### src/rtl/multi_port_xor_ram.sv
// Multi-port RAM built from one bank per port. The logical word at an address
// is the XOR of every bank at that address, so each port writes only its own
// bank and all ports can write in the same cycle without arbitration.
// A clear sequencer sweeps every bank to zero after reset.
module multi_port_xor_ram #(
  parameter int DEPTH      = 512,
  parameter int ADDR_WIDTH = $clog2(DEPTH),
  parameter int WIDTH      = 1,
  parameter int PORTS      = 2,
  parameter int MODE       = 0,
  parameter int READ_REG   = 0
) (
  input  logic                        clk,
  input  logic                        rst,
  input  logic [PORTS-1:0]            wr,
  input  logic [PORTS*ADDR_WIDTH-1:0] addr,
  input  logic [PORTS*WIDTH-1:0]      din,
  output logic [PORTS*WIDTH-1:0]      q,
  output logic                        busy
);

  typedef enum logic {
    IDLE  = 1'b0,
    CLEAR = 1'b1
  } state_t;

  localparam logic [ADDR_WIDTH-1:0] LAST_ADDR = ADDR_WIDTH'(DEPTH - 1);
  localparam logic [ADDR_WIDTH:0]   DEPTH_EXT = (ADDR_WIDTH + 1)'(DEPTH);

  state_t                  state_q, state_d;
  logic [ADDR_WIDTH-1:0]   clr_addr_q, clr_addr_d;

  logic [PORTS-1:0]        in_range;
  logic [PORTS-1:0]        wr_eff;
  logic [PORTS*WIDTH-1:0]  wdata;
  logic [PORTS*WIDTH-1:0]  word;
  // Bank b read at port r's address lives at slice (b*PORTS + r).
  logic [PORTS*PORTS*WIDTH-1:0] bank_rd;

  // Addresses beyond DEPTH (non-power-of-two depth) neither write nor read.
  for (genvar gi = 0; gi < PORTS; gi++) begin : g_range
    assign in_range[gi] = {1'b0, addr[gi*ADDR_WIDTH +: ADDR_WIDTH]} < DEPTH_EXT;
  end

  // One distributed-RAM bank per port, read at every port address.
  for (genvar gi = 0; gi < PORTS; gi++) begin : g_bank
    logic [WIDTH-1:0] mem [DEPTH];

    for (genvar gr = 0; gr < PORTS; gr++) begin : g_rd
      assign bank_rd[(gi*PORTS + gr)*WIDTH +: WIDTH] =
        in_range[gr] ? mem[addr[gr*ADDR_WIDTH +: ADDR_WIDTH]] : '0;
    end

    // Bank write: the clear sweep owns the bank while clearing, else port gi.
    always_ff @(posedge clk) begin
      if (state_q == CLEAR) begin
        mem[clr_addr_q] <= '0;
      end else if (wr_eff[gi]) begin
        mem[addr[gi*ADDR_WIDTH +: ADDR_WIDTH]] <= wdata[gi*WIDTH +: WIDTH];
      end
    end
  end

  // Logical word seen by each port: XOR of all banks at that port's address.
  always_comb begin
    word = '0;
    for (int r = 0; r < PORTS; r++) begin
      for (int b = 0; b < PORTS; b++) begin
        word[r*WIDTH +: WIDTH] = word[r*WIDTH +: WIDTH] ^
                                 bank_rd[(b*PORTS + r)*WIDTH +: WIDTH];
      end
    end
  end

  // Per-port bank write data and effective enable (overwrite mode lets the
  // lowest-index port win an address collision).
  always_comb begin
    wdata  = '0;
    wr_eff = '0;
    for (int p = 0; p < PORTS; p++) begin
      if (MODE == 0) begin
        wdata[p*WIDTH +: WIDTH] = bank_rd[(p*PORTS + p)*WIDTH +: WIDTH] ^
                                  din[p*WIDTH +: WIDTH];
      end else begin
        // word ^ own bank = XOR of the other banks at this address
        wdata[p*WIDTH +: WIDTH] = din[p*WIDTH +: WIDTH] ^ word[p*WIDTH +: WIDTH] ^
                                  bank_rd[(p*PORTS + p)*WIDTH +: WIDTH];
      end
      wr_eff[p] = wr[p] && in_range[p] && (state_q == IDLE);
      if (MODE != 0) begin
        for (int o = 0; o < p; o++) begin
          if (wr[o] && in_range[o] &&
              (addr[o*ADDR_WIDTH +: ADDR_WIDTH] == addr[p*ADDR_WIDTH +: ADDR_WIDTH])) begin
            wr_eff[p] = 1'b0;
          end
        end
      end
    end
  end

  // Clear sequencer next state: sweep 0..DEPTH-1 once, then idle.
  always_comb begin
    state_d    = state_q;
    clr_addr_d = clr_addr_q;
    if (state_q == CLEAR) begin
      if (clr_addr_q == LAST_ADDR) begin
        state_d    = IDLE;
        clr_addr_d = '0;
      end else begin
        clr_addr_d = clr_addr_q + ADDR_WIDTH'(1);
      end
    end
  end

  // Sequencer registers; reset (re)starts the sweep at address 0.
  always_ff @(posedge clk) begin
    if (rst) begin
      state_q    <= CLEAR;
      clr_addr_q <= '0;
    end else begin
      state_q    <= state_d;
      clr_addr_q <= clr_addr_d;
    end
  end

  assign busy = (state_q == CLEAR);

  if (READ_REG != 0) begin : g_rreg
    logic [PORTS*WIDTH-1:0] rd_q, rd_d;
    assign rd_d = word;
    // Registered read captures the pre-write word on each edge.
    always_ff @(posedge clk) begin
      if (rst) begin
        rd_q <= '0;
      end else begin
        rd_q <= rd_d;
      end
    end
    assign q = rd_q;
  end else begin : g_rcomb
    assign q = word;
  end

endmodule

### config.mk
export PLATFORM = sky130hd
export DESIGN_NAME = multi_port_xor_ram
export DESIGN_NICKNAME = d
export VERILOG_FILES = /design/src/rtl/multi_port_xor_ram.sv
export SDC_FILE = /design/constraint.sdc
export NUM_CORES = 2
export LEC_CHECK = 0
export BUFFER_PORTS_ARGS = -buffer_cell sky130_fd_sc_hd__buf_2
export CAP_MARGIN = 20
export CORE_UTILIZATION = 60
export CTS_BUF_LIST = sky130_fd_sc_hd__clkbuf_2 sky130_fd_sc_hd__clkbuf_4 sky130_fd_sc_hd__clkbuf_8
export DETAILED_ROUTE_END_ITERATION = 10
export PLACE_DENSITY = 0.79
export SETUP_SLACK_MARGIN = 0.2
export SLEW_MARGIN = 30
export SYNTH_ARGS = -nofsm -noshare
export SYNTH_HDL_FRONTEND = slang
export SYNTH_SLANG_ARGS = --single-unit
### constraint.sdc
create_clock -name clk -period 18.9 [get_ports clk]
set_input_delay 0 -clock clk [delete_from_list [all_inputs] [get_ports clk]]
set_output_delay 0 -clock clk [all_outputs]
set_load 0.01 [all_outputs]
==> metrics.md <==
| Metric | Value |
|---|---|
| Setup TNS Final | `0 ns` |
| Drt total wl | `approximately 160 mm` |
| Reg2reg path depth | `9` |
| Iter 0 DRT Violations | `6227` |
| Hold_buf cts | `2` |
| VDD IR max | `0.0542 mV` |
| FP Rows | `110` |
| Number of H-tree levels | `4` |
| R2R Setup Slk | `around 14 ns` |
| Largest family of logic cells by synthesized area | `multiplexers` |
| Pwr dens | `roughly 82 nW/um^2` |
| Share of flip-flops with an asynchronous set or reset | `0%` |
| Core Area | `90300 um^2` |
| Gr usage total | `~34%` |
| DR vias | `38200` |
| Post-CTS setup buffers | `0` |
| Max Slew Vio Count | `0` |
| CTS root buffer | `clkbuf_8` |
| Worst-margin pin slew | `about 1.1 ns` |
| Distinct cells, synth | `66` |
| I/O Buffers | `26` |
| DIE AREA | `roughly 90000 um^2` |
| Clock Skew | `a little over 0.04 ns` |
| Compound-gate portion of the synthesized area | `between 6 and 7%` |
| Max Root-Sink Buffers | `3` |
| Synth Area in Adders | `less than 1%` |
| End of the worst register-to-register path | `g_bank[0].mem[353]$_DFFE_PP_` |
| Hold Startpoint | `rst` |
| P&R area growth vs syn | `6.04%` |
| Simple-Gate Fraction of Synth Area | `around an eighth` |
| WHS Endpoint | `clr_addr_q[2]$_SDFFE_PP0P_` |
| Clk pin slew, worst setup/hold paths | `roughly 0.06 ns` |
| Flop pwr share | `52.2%` |
| Starting Density | `between 60% and 70%` |
| Fmax | `0.160 GHz` |
| DPL Wire Length | `slightly below 90 mm` |
| Die W | `around 300 um` |
| Number of global-route vias before repair | `37100` |
| Final Hold Viols | `0` |
| WHS Path Cells | `3` |
| TritonCTS clock tree | `done` |
| Switching Share | `between 20% and 30%` |
| Sequential cell area | `around 31000 um^2` |
| Internal power | `3.61 mW` |
| Worst hold path type | `input port to flip-flop` |
| Share of cells above drive strength 1 | `approximately 18%` |
| Max transition margin | `between 20% and 30%` |
| Share of the synthesized netlist area taken by xor and xnor gates | `less than 1%` |
| Worst-Skew Late Latency | `about 0.85 ns` |
| Post-CTS sizing | `0` |
| Mapped Area | `about 55000 um^2` |
| Post-synth net total | `4124` |
| Crit share post-route | `33.0%` |
| Crit end category | `flip-flop` |
| First-pass GRT wire length | `~230 mm` |
| Crit-path slowest cell | `buf_4` |
| DP Worst Slack | `between 10 and 15 ns` |
| RSZ-0062 raised after global routing | `false` |
| Antenna viol nets, final | `0` |
| Worst path cell trace | `buf_8 -> buf_4 -> buf_12 -> buf_4 -> mux2i_1 -> o221ai_1 -> o22ai_1 -> o21ai_0 -> a21oi_1 -> nor4_2 -> nor3_2 -> o41ai_2 -> mux2i_4 -> buf_4 -> buf_6` |
| # setup viols final | `0` |
| Final setup margin | `roughly 13 ns` |
| Fraction of synthesized area in multiplexers | `21.1%` |
| Cells after Synth | `slightly above 4000` |
| Post-layout net count | `4009` |
| Number of synthesized flops with an enable pin | `1024` |
| Fin crit period | `6.24 ns` |
| Synth Warn # | `0` |
| FF+latch count, synth | `1034` |
| R2r startpoint | `g_bank[0].mem[459]$_DFFE_PP_` |
| Drt wl/cell | `30.0 um` |
| Type of origin of the critical path | `input port` |
| Sw Pwr | `about 1.2 mW` |
| Comb pwr share | `8.1%` |
| CP peak stage delay | `between 0.7 and 0.8 ns` |
| Area of the multi-input gates | `approximately 22000 um^2` |
| Sinks on the clock net | `1034` |
| Largest net degree at the start of global routing | `between 200 and 300` |
| Prevailing post-synth register cell | `edfxtp_1` |
| Max_cap viols | `0` |
| Routability cong. | `0.888` |
| Worst EP arrival | `slightly below 7 ns` |
| Final Power | `4.76 mW` |
| Critical path peak fanout | `130` |
| I/O pins | `27` |
| Clock power share | `about two fifths` |
| WS Path Type | `input port to flip-flop` |
| Syn_area_per_cell | `13.4 um^2` |
| Status | `complete, no violations` |
| Drt first pass iters | `8` |
| Most used cell, CP | `buf_4` |
| Total grt overflow | `0` |
| Vias per cell | `a little over 7` |
| Seq/Total Area, Yosys | `~56%` |
| CTS Buf Count | `roughly 160` |
| Crit path required time | `between 15 and 20 ns` |
| P_leak | `~20 nW` |
| Die Ht | `304 um` |
| DRC viols | `0` |
| Antenna violations before repair | `4` |
| # fillers | `roughly 6300` |
## cells in the mapped netlist (all sizes together), types with 28 or more instances
| cell type | count | area (um^2) |
|---|---|---|
| nand2 | 153 | 574 |
| nor3 | 71 | 365 |
| o22a | 28 | 245 |
| a211oi | 74 | 556 |
| nor2 | 1195 | 4490 |
| a21oi | 50 | 250 |
| o21ai | 77 | 385 |
| edfxtp | 1024 | 30700 |
| clkbuf | 192 | 805 |
| o22ai | 40 | 250 |
| nand3 | 29 | 145 |
| o221ai | 128 | 1190 |
| buf | 187 | 1660 |
| and2 | 31 | 194 |
| mux4 | 394 | 9090 |
| mux2i | 245 | 2450 |
## per-layer routing
layer	track usage, %	share of wire [%]	vias up
li1	-	-	15500
met1	44.8	33	18900
met2	51.8	45	3131
met3	11.2	16	619
met4	16.1	5.3	4
met5	0	0.018	-
## per-stage QoR
step	instances	area, um^2	utilization (%)	hold slack, ns
after floorplan	4098	54900	-	0.221
after global placement	4988	54700	60.6	0.306
after detailed placement	4989	54900	60.8	0.315
after CTS	5279	58100	64.3	0.0801
after global routing	5283	58100	64.4	0.130
final	5286	58200	64.4	0.142
## placed cells by master (no fill, tap or decap), drive strengths merged, types with 10 or more instances in the layout
master	n
mux4	394
o21ai	77
nor2	1195
nor2b	15
nand2b	24
clkbuf	219
inv	12
a211oi	74
buf	97
a21oi	50
o22ai	40
o22a	28
dfxtp	10
o221ai	128
mux2i	245
edfxtp	1024
nor4	19
clkinv	56
and2	31
nor3	71
nand2	153
nand3	29
## kinds of logic (layout without fill, tap and decap cells)
group                    count (synthesis)  in the layout
flip-flops                            1034           1034
other                                    0              4
multiplexers                           639            639
AO/OA/AOI/OAI                          450            450
adder cells (fa/ha/maj)                  2              2
AND/OR/NAND/NOR                       1582           1582
XOR/XNOR                                 2              2
buffers and inverters                  389            397
## flip-flops by register name (all words and copies together), names as in the netlist
register	count
clr_addr_q	9
g_bank.mem	1024
busy	1
## worst max path at each step
stage,start,end,cells past startpoint
after floorplan,addr[9],g_bank[1].mem[0]$_DFFE_PP_,12
after global placement,addr[0],g_bank[0].mem[355]$_DFFE_PP_,15
after detailed placement,addr[0],g_bank[0].mem[353]$_DFFE_PP_,15
after CTS,addr[0],g_bank[0].mem[353]$_DFFE_PP_,15
after global routing,addr[0],g_bank[0].mem[353]$_DFFE_PP_,15
final,addr[0],g_bank[0].mem[353]$_DFFE_PP_,15
## layout make-up
type	instances	share of cell area [%]
sequential	1034	53.2
multi-input combinational	2675	37.3
clock buffer	219	4.66
tap	1176	2.53
timing repair buffer	100	1.47
clock inverter	69	0.787
inverter	9	0.0602
antenna	4	0.0172
## worst max-delay path: cells and delay by family
family	cells	cell delay (ns)
AO/OA/AOI/OAI	5	1.07
AND/OR/NAND/NOR	2	0.45
buffers and inverters	6	4.23
multiplexers	2	0.56
## power groups by stage
stage / Sequential, mW / Clock [mW] / Combinational [mW]
5_1_grt: 2.48 / 1.98 / 0.392
4_1_cts: 2.49 / 1.88 / 0.369
3_5_place_dp: 2.53 / 0 / 0.368
6_report: 2.48 / 1.89 / 0.385
2_1_floorplan: 2.53 / 0 / 0.263
3_3_place_gp: 2.53 / 0 / 0.364
(Power assumes the default switching activity.)
